**src/rtl/proc_pkg.sv**
```systemverilog
// Shared types and constants for the LEGv8 multi-cycle instruction sequencer.
package proc_pkg;

    localparam int OPCODE_W = 11;
    localparam int INSTR_W  = 32;
    localparam int PC_INCR  = 4;
    localparam int BR_SHIFT = 2;

    typedef enum logic [2:0] {
        ST_IDLE  = 3'd0,
        ST_FETCH = 3'd1,
        ST_EXEC  = 3'd2,
        ST_MEM   = 3'd3,
        ST_FAULT = 3'd4
    } seq_state_e;

endpackage

```
**src/rtl/instr_sequencer_wait_timer.sv**
```systemverilog
// Saturating wait counter for memory handshakes; expired flags that one more
// idle cycle would reach LIMIT consecutive cycles without ready.
module wait_timer #(
    parameter int unsigned LIMIT = 255
) (
    input  logic clk,
    input  logic reset,
    input  logic clr,
    input  logic inc,
    output logic expired
);

    localparam int unsigned CNT_W = (LIMIT < 2) ? 1 : $clog2(LIMIT);
    localparam logic [CNT_W-1:0] LAST = CNT_W'(LIMIT - 1);

    logic [CNT_W-1:0] cnt_q, cnt_d;

    always_comb begin
        cnt_d = cnt_q;
        if (clr) begin
            cnt_d = '0;
        end else if (inc && (cnt_q != LAST)) begin
            cnt_d = cnt_q + 1'b1;
        end
    end

    always_ff @(posedge clk) begin
        if (reset) begin
            cnt_q <= '0;
        end else begin
            cnt_q <= cnt_d;
        end
    end

    assign expired = (cnt_q == LAST);

endmodule

```
**src/rtl/instr_sequencer.sv**
```systemverilog
// Multi-cycle LEGv8 sequencer: owns the PC, fetches into an instruction
// register, waits on imem/dmem handshakes and gates write enables on commit.
module instr_sequencer
    import proc_pkg::*;
#(
    parameter int unsigned PC_WIDTH    = 64,
    parameter int unsigned MEM_TIMEOUT = 255
) (
    input  logic                 clk,
    input  logic                 reset,
    input  logic                 run,
    output logic                 imem_req,
    input  logic                 imem_ready,
    input  logic [INSTR_W-1:0]   imem_data,
    output logic [INSTR_W-1:0]   instr,
    output logic [OPCODE_W-1:0]  opcode,
    input  logic                 mem_read,
    input  logic                 mem_write,
    input  logic                 reg_write,
    input  logic                 uncond_branch,
    input  logic                 cond_branch,
    input  logic                 alu_zero,
    input  logic [PC_WIDTH-1:0]  branch_offset,
    output logic                 dmem_req,
    output logic                 dmem_we,
    input  logic                 dmem_ready,
    output logic                 reg_we,
    output logic [PC_WIDTH-1:0]  pc,
    output logic                 retired,
    output logic                 busy,
    output logic                 fault
);

    seq_state_e           state_q, state_d;
    logic [PC_WIDTH-1:0]  pc_q, pc_d;
    logic [INSTR_W-1:0]   instr_q, instr_d;

    logic                 tmr_clr, tmr_inc, tmr_expired;
    logic                 commit;
    logic                 br_taken;
    logic [PC_WIDTH-1:0]  next_pc;

    wait_timer #(
        .LIMIT   (MEM_TIMEOUT)
    ) u_wait_timer (
        .clk     (clk),
        .reset   (reset),
        .clr     (tmr_clr),
        .inc     (tmr_inc),
        .expired (tmr_expired)
    );

    // Offsets are in words; all arithmetic wraps modulo 2^PC_WIDTH.
    assign br_taken = uncond_branch | (cond_branch & alu_zero);
    assign next_pc  = pc_q + (br_taken ? (branch_offset << BR_SHIFT)
                                       : PC_WIDTH'(PC_INCR));

    always_comb begin
        state_d  = state_q;
        pc_d     = pc_q;
        instr_d  = instr_q;
        imem_req = 1'b0;
        dmem_req = 1'b0;
        dmem_we  = 1'b0;
        reg_we   = 1'b0;
        retired  = 1'b0;
        commit   = 1'b0;
        tmr_clr  = 1'b0;
        tmr_inc  = 1'b0;

        case (state_q)
            ST_IDLE: begin
                if (run) begin
                    state_d = ST_FETCH;
                    tmr_clr = 1'b1;
                end
            end
            ST_FETCH: begin
                imem_req = 1'b1;
                if (imem_ready) begin
                    instr_d = imem_data;
                    state_d = ST_EXEC;
                end else if (tmr_expired) begin
                    state_d = ST_FAULT;
                end else begin
                    tmr_inc = 1'b1;
                end
            end
            ST_EXEC: begin
                if (mem_read && mem_write) begin
                    state_d = ST_FAULT;
                end else if (mem_read || mem_write) begin
                    state_d = ST_MEM;
                    tmr_clr = 1'b1;
                end else begin
                    commit = 1'b1;
                end
            end
            ST_MEM: begin
                dmem_req = 1'b1;
                dmem_we  = mem_write;
                if (dmem_ready) begin
                    commit = 1'b1;
                end else if (tmr_expired) begin
                    state_d = ST_FAULT;
                end else begin
                    tmr_inc = 1'b1;
                end
            end
            ST_FAULT: begin
                state_d = ST_FAULT;
            end
            default: begin
                state_d = ST_IDLE;
            end
        endcase

        // A dropped run lets the current instruction finish, then parks in IDLE.
        if (commit) begin
            reg_we  = reg_write;
            retired = 1'b1;
            pc_d    = next_pc;
            if (run) begin
                state_d = ST_FETCH;
                tmr_clr = 1'b1;
            end else begin
                state_d = ST_IDLE;
            end
        end
    end

    always_ff @(posedge clk) begin
        if (reset) begin
            state_q <= ST_IDLE;
            pc_q    <= '0;
            instr_q <= '0;
        end else begin
            state_q <= state_d;
            pc_q    <= pc_d;
            instr_q <= instr_d;
        end
    end

    assign pc     = pc_q;
    assign instr  = instr_q;
    assign opcode = instr_q[INSTR_W-1 -: OPCODE_W];
    assign busy   = (state_q == ST_FETCH) || (state_q == ST_EXEC) || (state_q == ST_MEM);
    assign fault  = (state_q == ST_FAULT);

endmodule
```
**config.mk**
```make
export PLATFORM = sky130hd
export DESIGN_NAME = instr_sequencer
export DESIGN_NICKNAME = d
export VERILOG_FILES = /design/src/rtl/proc_pkg.sv /design/src/rtl/instr_sequencer_wait_timer.sv /design/src/rtl/instr_sequencer.sv
export SDC_FILE = /design/constraint.sdc
export NUM_CORES = 1
export LEC_CHECK = 0
export CORE_MARGIN = 5
export CORE_UTILIZATION = 35
export DETAILED_ROUTE_END_ITERATION = 12
export GPL_ROUTABILITY_DRIVEN = 0
export PLACE_DENSITY = 0.62
export SLEW_MARGIN = 15
export SYNTH_ARGS = -nofsm -noshare
export SYNTH_HDL_FRONTEND = slang
export SYNTH_HIERARCHICAL = 1
export SYNTH_SLANG_ARGS = --single-unit
```
**constraint.sdc**
```tcl
create_clock -name clk -period 4.7 [get_ports clk]
set_input_delay 0.47 -clock clk [delete_from_list [all_inputs] [get_ports clk]]
set_output_delay 0.47 -clock clk [all_outputs]
set_load 0.005 [all_outputs]
```
==> impl_metrics.py, run 1 <==
metrics = {
    "run_status": {
        "status": "finished clean",
    },
    "floorplan": {
        "core_mm2": 0.0233,
        "die-area_mm2": 0.0267,
        "start_util_pct": 35.3,
        "row_count": 56,
        "boundaryPins": 221,
        "die_y_um": 163,
        "die_x_um": 163,
    },
    "synth": {
        "syn_inst": 1107,
        "synthesis.area_mm2": 0.00823,
        "synth_flop_cell": "dfxtp_1",
        "syn_avg_cell_area_um2": 7.44,
        "ys_types": 82,
        "synth_edf_count": 0,
        "ys_seq_area_share_pct": 25.5,
        "ys_async_sr_fraction_pct": 0,
        "yosysWarnings": 6,
        "synth_seq_cells": 105,
    },
    "layout": {
        "seq_area_mm2": 0.00210,
        "diodes": 0,
        "fin_nets": 1448,
        "areaGrowthSynthToFinish_pct": 30.7,
        "n_fill_cell": 2351,
        "multi_input_area_mm2": 0.00559,
        "drive_gt1_share_pct": 4.22,
    },
    "routing": {
        "drt-wirelength-per-cell_um": 16.5,
        "drc": 0,
        "drtAntennaViolNets": 0,
        "first_iter_violations": 452,
        "vias": 8393,
        "postRouteWirelength_mm": 26.3,
        "via_per_inst": 5.25,
        "first_pass_iters": 7,
    },
    "global_routing": {
        "globalRouteTotalUtil_pct": 18.9,
        "grt_pass1_wl_mm": 41.4,
        "grt_pass1_vias": 7965,
        "grt_max_degree": 56,
        "antenna_found_initial": 0,
        "overflow": 0,
    },
    "clock_tree": {
        "clk_pin_slew_ps": 80,
        "clock_latency_ps": 360,
        "post-cts-setup-buffers": 0,
        "cts_buffer_depth": 2,
        "htree_levels": 3,
        "cts_tree": "built",
        "ctsHoldBuffers": 0,
        "cts_sinks": 105,
        "ctsResizeCount": 0,
        "cts-root-buf": "clkbuf_16",
        "cts_buffers": 9,
    },
    "sta": {
        "slew_headroom_pct": 25.4,
        "tns_ps": 0,
        "maxSlewViolCount": 0,
        "period_needed_ps": 4150,
        "setup_viol": 0,
        "min_period_over_period_pct": 88.3,
        "skew_ps": 13.6,
        "worst_pin_slew_ps": 1120,
        "fmax_ghz": 0.241,
        "rsz0062_at_grt": "false",
        "final_hold_viol_count": 0,
        "whs_ps": 457,
    },
    "pwr": {
        "p_leak_nw": 4.16,
        "power_density_mw_per_mm2": 205,
        "ir_drop_mv": 0.155,
    },
    "flow_run": {
        "drv_cap": 0,
    },
    "critical_path": {
        "cp-end-kind": "flip-flop",
        "start_kind": "primary input",
        "critPathKind": "in2reg",
        "cp.required_ps": 4950,
        "cp.arrival_ps": 4400,
        "critPathMaxFanout": 48,
    },
    "hold_path": {
        "hold_class": "reg2reg",
    },
    "place": {
        "io_buffers": 216,
        "hpwl_mm": 19.9,
    },
}
==> report_power, final <==
group          switching, mW  internal [mW]  total (mW)  leakage (nW)
registers             0.0210          0.913       0.934         0.849
clock network          0.421          0.384       0.805         0.150
logic                  0.233          0.234       0.467          3.16
==> routing by layer <==
metal / vias up / GRT usage [%] / wire length [um]
met5: - / 0 / 0
met3: 24 / 3.31 / 1760
met1: 3887 / 25.3 / 12100
met2: 242 / 31.4 / 12000
li1: 4240 / - / -
met4: 0 / 5.45 / 494
==> placed cells by master (no fill, tap or decap), types with 22 or more instances in the layout <==
| cell | netlist | final |
|---|---|---|
| clkdlybuf4s50_1 | 0 | 215 |
| nand2_1 | 207 | 206 |
| a21oi_1 | 153 | 153 |
| dfxtp_1 | 105 | 105 |
| ha_1 | 66 | 66 |
| and2_1 | 63 | 62 |
| nor2_1 | 60 | 60 |
| o21ai_0 | 42 | 42 |
| a21o_1 | 30 | 30 |
| inv_1 | 26 | 25 |
| xnor2_1 | 24 | 24 |
| nand3_1 | 22 | 22 |
==> Yosys cell counts, types with 16 or more instances <==
cell	count	share of area [%]
nor2_1	60	2.7
xor2_1	18	1.9
inv_1	26	1.2
a21oi_1	153	9.3
nand4_1	16	1.2
and2_1	63	4.8
a211oi_1	16	1.5
nand2_1	207	9.4
nor3_1	17	1.0
xnor2_1	24	2.6
clkbuf_1	42	1.9
nand3_1	22	1.3
dfxtp_1	105	26
a21o_1	30	2.7
ha_1	66	10
buf_4	16	1.5
o21ai_0	42	2.6
==> worst paths after layout <==
path / start / end / slack, ps / depth (start not counted)
worst min-delay path: instr[15]$_SDFFE_PP0P_ / instr[15]$_SDFFE_PP0P_ / 460 / 2
worst min register to register: instr[15]$_SDFFE_PP0P_ / instr[15]$_SDFFE_PP0P_ / 460 / 2
worst max-delay path: cond_branch / pc[63]$_SDFFE_PP0P_ / 550 / 15
worst max register to register: pc[2]$_SDFFE_PP0P_ / pc[62]$_SDFFE_PP0P_ / 1170 / 13
==> cells by family (layout without fill, tap and decap cells) <==
| group | after synthesis | in the layout | share of synthesized area, % |
|---|---|---|---|
| buffers and inverters | 99 | 270 | 6.63 |
| and+or+nand+nor | 456 | 456 | 26.7 |
| adders and majority gates | 67 | 67 | 10.3 |
| other | 1 | 2 | 0.0455 |
| AOI/OAI and AO/OA | 328 | 328 | 25.3 |
| xor gates and xnor gates | 42 | 42 | 4.47 |
| muxes | 9 | 9 | 1.12 |
| DFF | 105 | 105 | 25.5 |
==> sequential cells by signal (all words and copies together), names as in the netlist <==
register	flops
instr	32
pc	62
u_wait_timer/cnt_q	8
state_q	3
==> through the flow <==
| stage | cell area [um2] | worst slack (ps) | power, mW | instances | utilization, % |
|---|---|---|---|---|---|
| 4_1_cts | 10800 | 534 | 2.24 | 1598 | 46.1 |
| 6_report | 10800 | 550 | 2.21 | 1598 | 46.1 |
| 3_5_place_dp | 10500 | 168 | 1.42 | 1582 | 44.8 |
| 2_1_floorplan | 8240 | 1070 | 1.22 | 1108 | - |
| 3_3_place_gp | 10500 | 206 | 1.42 | 1582 | 44.8 |
| 5_1_grt | 10800 | 201 | 2.32 | 1598 | 46.1 |
==> worst max-delay path: stages <==
cell and delay [ps]:
clkdlybuf4s50_1 460, a21o_1 350, buf_12 270, and2_1 160, ha_1 280, a21o_1 230, a21oi_1 150, o21bai_1 110
nand3_1 120, a311oi_2 150, a221o_1 400, or4_1 490, o221ai_2 190, mux2i_1 220, mux2_1 320
==> cell type report <==
type,count,area share [%]
multi-input combinational,904,52.0
timing repair buffer,228,21.0
sequential,105,19.5
tap,319,3.71
clock buffer,9,2.09
inverter,26,0.907
clock inverter,7,0.756
Power figures use the tool's default switching activity.
==> run 2: changes to the inputs <==
--- a/config.mk
+++ b/config.mk
@@ -5,7 +5,6 @@
 export SDC_FILE = /design/constraint.sdc
 export NUM_CORES = 1
 export LEC_CHECK = 0
-export CORE_MARGIN = 5
 export CORE_UTILIZATION = 35
 export DETAILED_ROUTE_END_ITERATION = 12
 export GPL_ROUTABILITY_DRIVEN = 0
@@ -13,5 +12,4 @@
 export SLEW_MARGIN = 15
 export SYNTH_ARGS = -nofsm -noshare
 export SYNTH_HDL_FRONTEND = slang
-export SYNTH_HIERARCHICAL = 1
 export SYNTH_SLANG_ARGS = --single-unit
==> impl_metrics.py, run 2 <==
metrics = {
    "clock_tree": {
        "htree_levels": 3,
        "cts_sinks": 105,
        "clk_pin_slew_ps": 90,
        "ctsResizeCount": 0,
        "clock_latency_ps": 360,
        "cts_buffer_depth": 2,
        "cts_tree": "built",
        "ctsHoldBuffers": 0,
        "post-cts-setup-buffers": 0,
        "cts_buffers": 9,
        "cts-root-buf": "clkbuf_16",
    },
    "synth": {
        "yosysMostFrequentCell": "nand2_1",
        "synth_compound_area_share_pct": 24.8,
        "ys_async_sr_fraction_pct": 0,
        "synthesis.area_mm2": 0.00812,
        "synth_area_leaders": "dfxtp_1 (26%), ha_1 (10%), nand2_1 (9.9%), a21oi_1 (9.4%), and2_1 (5.0%)",
        "synth_xor_area_share_pct": 5.61,
        "synth_flop_cell": "dfxtp_1",
        "syn_inst": 1117,
        "ys_seq_area_share_pct": 25.9,
        "synthAdderAreaFrac_pct": 10.4,
        "ys_types": 72,
        "synth_top_family_by_area": "simple AND/OR/NAND/NOR gates",
        "synth_top_area_share_pct": 25.9,
        "synth.mux.area_fraction_pct": 0.632,
        "yosysWarnings": 0,
        "synth_top_cells_by_count": "nand2_1 (214), a21oi_1 (153), dfxtp_1 (105)",
        "synth_seq_cells": 105,
        "synth_area_leader_cell": "dfxtp_1",
        "synthSimpleGateAreaFrac_pct": 27.1,
        "syn_avg_cell_area_um2": 7.27,
        "synth_edf_count": 0,
    },
    "layout": {
        "diodes": 0,
        "multi_input_area_mm2": 0.00558,
        "seq_area_mm2": 0.00210,
        "areaGrowthSynthToFinish_pct": 32.6,
        "final_cell_mix": "clkdlybuf4s50_1 (215), nand2_1 (213), a21oi_1 (153)",
        "final_core_util_pct": 47.4,
        "drive_gt1_share_pct": 4.63,
        "n_fill_cell": 2331,
        "layout_commonest_cell": "clkdlybuf4s50_1",
        "largest_reg_flops": 62,
        "fin_area_mm2": 0.0108,
        "fin_nets": 1464,
    },
    "critical_path": {
        "critPathMaxFanout": 47,
        "crit_cells": 15,
        "start_kind": "primary input",
        "critPathKind": "in2reg",
        "r2r_cells": 14,
        "max_stage_delay_ps": 420,
        "crit_start": "cond_branch",
        "cp-end-kind": "flip-flop",
        "timing.rr.start": "pc[2]$_SDFFE_PP0P_",
        "path_cells": "clkdlybuf4s50_1 > a21o_1 > buf_12 > and2_1 > ha_1 > nand4_2 > or3_1 > or3_1 > a211oi_2 > a2111oi_2 > nor2_1 > a21o_1 > a41oi_2 > nor4_1 > nand3b_1",
        "crit_buf_inv": 2,
        "cp_top_family": "simple AND/OR/NAND/NOR gates",
        "critical-path-slowest-cell": "ha_1",
        "r2r_slack_ps": 1270,
        "cp.required_ps": 5000,
        "cp.arrival_ps": 4480,
    },
    "sta": {
        "rsz0062_at_grt": "false",
        "period_needed_ps": 4180,
        "slew_headroom_pct": 25.7,
        "skew_ps": 10.2,
        "min_period_over_period_pct": 88.8,
        "setup_viol": 0,
        "final.setup.worst_slack_ps": 525,
        "maxSlewViolCount": 0,
        "worst_pin_slew_ps": 1110,
        "final_hold_viol_count": 0,
        "tns_ps": 0,
        "fmax_ghz": 0.240,
    },
    "routing": {
        "drt-wirelength-per-cell_um": 16.0,
        "first_pass_iters": 5,
        "postRouteWirelength_mm": 25.3,
        "via_per_inst": 5.30,
        "vias": 8372,
        "drc": 0,
        "first_iter_violations": 415,
        "drtAntennaViolNets": 0,
    },
    "global_routing": {
        "overflow": 0,
        "grt_pass1_vias": 8074,
        "antenna_found_initial": 0,
        "grt_max_degree": 73,
        "globalRouteTotalUtil_pct": 21.4,
        "grt_pass1_wl_mm": 41.2,
    },
    "run_status": {
        "status": "finished clean",
    },
    "hold_path": {
        "min_from": "instr[15]$_SDFFE_PP0P_",
        "hold_class": "reg2reg",
        "hold_depth": 2,
    },
    "pwr": {
        "power_mw": 2.21,
        "ir_drop_mv": 0.146,
        "power_density_mw_per_mm2": 206,
        "p_leak_nw": 4.17,
    },
    "place": {
        "dp_slack_ps": 184,
        "dpl_cell_area_mm2": 0.0105,
        "io_buffers": 216,
        "hpwl_mm": 18.8,
    },
    "floorplan": {
        "core_mm2": 0.0227,
        "boundaryPins": 221,
        "start_util_pct": 35.8,
        "row_count": 55,
        "die_x_um": 154,
        "die-area_mm2": 0.0238,
        "die_y_um": 154,
    },
    "flow_run": {
        "drv_cap": 0,
    },
}
## run 2: power by group
part,switching (mW),internal [mW]
sequential,0.0203,0.913
combinational,0.228,0.234
clock,0.431,0.387
## run 2: cell type report
cell class	count	area share [%]
multi-input combinational	915	51.8
clock inverter	7	0.848
clock buffer	9	2.09
inverter	21	0.732
timing repair buffer	238	21.7
tap	285	3.31
sequential	105	19.5
## run 2: final timing paths
kind	end
worst max-delay path	pc[60]$_SDFFE_PP0P_
worst min-delay path	instr[15]$_SDFFE_PP0P_
worst max register to register	pc[60]$_SDFFE_PP0P_
worst min register to register	instr[15]$_SDFFE_PP0P_
## run 2: logic make-up (layout without fill, tap and decap cells)
group                      after synthesis  count (layout)
adders and majority gates               67              67
xor gates and xnor gates                52              52
AOI/OAI and AO/OA                      329             329
other                                    1               2
buffers and inverters                   98             275
muxes                                    5               5
and+or+nand+nor                        460             460
DFF                                    105             105
## run 2: metrics by stage
step                      cells  hold WS, ps
after floorplan            1118          453
after global placement     1564          440
after detailed placement   1564          446
after CTS                  1580          459
after global routing       1580          472
final                      1580          456
## run 2: per-layer routing
metal	routed length [um]	share of wire, %	GRT usage, %	up-vias
li1	-	-	-	4249
met5	0	0	0	-
met3	1490	5.9	4.12	22
met1	11700	46	28.1	3875
met2	11800	46	35.5	226
met4	368	1.5	5.99	0
## run 2: worst reg2reg max path, stage by stage (launching register included)
cell       delay, ps
dfxtp_1          380
ha_1             220
inv_1             70
fa_1             390
nand2b_1         190
a21oi_1          240
o2111ai_1        200
buf_4            190
a211oi_2         330
a2111oi_2        130
nor2_1           250
a21o_1           300
a41oi_2          170
nor4_1           170
nand3b_1         130
==> run 3: changes to the inputs <==
--- a/config.mk
+++ b/config.mk
@@ -5,6 +5,7 @@
 export SDC_FILE = /design/constraint.sdc
 export NUM_CORES = 1
 export LEC_CHECK = 0
+export CORE_ASPECT_RATIO = 1.2
 export CORE_UTILIZATION = 35
 export DETAILED_ROUTE_END_ITERATION = 12
 export GPL_ROUTABILITY_DRIVEN = 0
==> impl_metrics.py, run 3 (same netlist as run 2, synthesis figures left out) <==
metrics = {
    "routing": {
        "drtAntennaViolNets": 0,
        "via_per_inst": 5.20,
        "first_pass_iters": 7,
        "drt-wirelength-per-cell_um": 15.8,
        "first_iter_violations": 473,
        "postRouteWirelength_mm": 25.2,
        "drc": 0,
        "vias": 8288,
    },
    "place": {
        "dpl_cell_area_mm2": 0.0104,
        "io_buffers": 216,
        "hpwl_mm": 18.9,
    },
    "critical_path": {
        "cp-end-kind": "flip-flop",
        "critPathKind": "in2reg",
        "critPathMaxFanout": 63,
        "cp.required_ps": 4960,
        "cp.arrival_ps": 4360,
        "start_kind": "primary input",
    },
    "global_routing": {
        "globalRouteTotalUtil_pct": 21.1,
        "overflow": 0,
        "grt_pass1_wl_mm": 40.3,
        "grt_max_degree": 64,
        "grt_pass1_vias": 8013,
        "antenna_found_initial": 1,
    },
    "clock_tree": {
        "cts_buffers": 9,
        "cts_sinks": 105,
        "cts_buffer_depth": 2,
        "ctsHoldBuffers": 0,
        "clk_pin_slew_ps": 90,
        "cts_tree": "built",
        "cts-root-buf": "clkbuf_16",
        "ctsResizeCount": 0,
        "post-cts-setup-buffers": 0,
        "htree_levels": 3,
        "clock_latency_ps": 370,
    },
    "sta": {
        "min_period_over_period_pct": 87.3,
        "tns_ps": 0,
        "slew_headroom_pct": 28.3,
        "rsz0062_at_grt": "false",
        "maxSlewViolCount": 0,
        "final_hold_viol_count": 0,
        "skew_ps": 13.3,
        "worst_pin_slew_ps": 1070,
        "fmax_ghz": 0.244,
        "period_needed_ps": 4100,
        "setup_viol": 0,
    },
    "layout": {
        "layout_commonest_cell": "clkdlybuf4s50_1",
        "largest_reg_flops": 62,
        "diodes": 0,
        "drive_gt1_share_pct": 3.89,
        "areaGrowthSynthToFinish_pct": 32.0,
        "fin_area_mm2": 0.0107,
        "fin_nets": 1453,
        "final_core_util_pct": 47.4,
        "final_cell_mix": "clkdlybuf4s50_1 (215), nand2_1 (213), a21oi_1 (153)",
    },
    "pwr": {
        "ir_drop_mv": 0.174,
        "power_density_mw_per_mm2": 205,
        "p_leak_nw": 4.11,
    },
    "hold_path": {
        "hold_class": "reg2reg",
    },
    "floorplan": {
        "die_y_um": 169,
        "core_mm2": 0.0226,
        "die-area_mm2": 0.0238,
        "row_count": 60,
        "start_util_pct": 35.9,
        "boundaryPins": 221,
        "die_x_um": 141,
    },
    "flow_run": {
        "drv_cap": 0,
    },
    "run_status": {
        "status": "finished clean",
    },
}
==> run 3: changes by cell type in the layout (fill, tap and decap cells not counted) <==
cell      change
and2_1        -1
and2_2        +1
buf_4        -11
inv_6         +1
clkinv_8      +1
inv_8         -2
==> run 3: metal layers <==
metal	routed length [um]	up-vias	GRT usage, %
met2	12500	200	37.6
met4	509	2	6.43
met1	11000	3822	25.5
met5	11	-	0
li1	-	4230	-
met3	1180	34	3.99
==> run 3: critical path, cell delays in order <==
cell and delay [ps]:
clkdlybuf4s50_1 400, a21o_1 210, buf_12 200, nand2b_1 100, ha_1 180, inv_1 70
fa_1 380, nand2b_1 200, a21oi_1 230, o2111ai_1 200, a21oi_2 320, a211oi_2 150
o21ai_2 310, a21oi_4 150, o41ai_1 450, mux2i_1 250, nand2_1 60
==> run 3: path summary, 6_finish.rpt <==
| path | start | cells past startpoint | endpoint | slack [ps] |
|---|---|---|---|---|
| setup reg to reg | pc[2]$_SDFFE_PP0P_ | 13 | pc[58]$_SDFFE_PP0P_ | 1250 |
| setup / recovery | cond_branch | 17 | pc[58]$_SDFFE_PP0P_ | 600 |
| hold / removal | instr[18]$_SDFFE_PP0P_ | 2 | instr[18]$_SDFFE_PP0P_ | 460 |
| hold reg to reg | instr[18]$_SDFFE_PP0P_ | 2 | instr[18]$_SDFFE_PP0P_ | 460 |
==> run 3: final cells by class <==
| cell class | count | area (um2) |
|---|---|---|
| flip-flops and latches | 105 | 2100 |
| multi-input cells | 915 | 5580 |
| clock inverters | 7 | 93.8 |
| well taps | 310 | 388 |
| repair buffers | 227 | 2250 |
| inverters | 21 | 78.8 |
| clock buffers | 9 | 225 |
| fillers | 2286 | 11900 |
==> run 3: power breakdown <==
part | leakage (nW) | internal [mW] | total, mW | switching (mW)
sequential | 0.849 | 0.913 | 0.933 | 0.0204
combinational | 3.11 | 0.230 | 0.457 | 0.227
clock | 0.153 | 0.386 | 0.807 | 0.421
==> run 3: stage by stage <==
| stage | setup WS, ps | power, mW | std cells | hold WS [ps] |
|---|---|---|---|---|
| floorplan | 1300 | 1.21 | 1118 | 453 |
| global placement | 354 | 1.41 | 1578 | 441 |
| detailed placement | 281 | 1.41 | 1578 | 446 |
| CTS | 658 | 2.22 | 1594 | 457 |
| global route | 360 | 2.31 | 1594 | 481 |
| finish | 598 | 2.20 | 1594 | 457 |
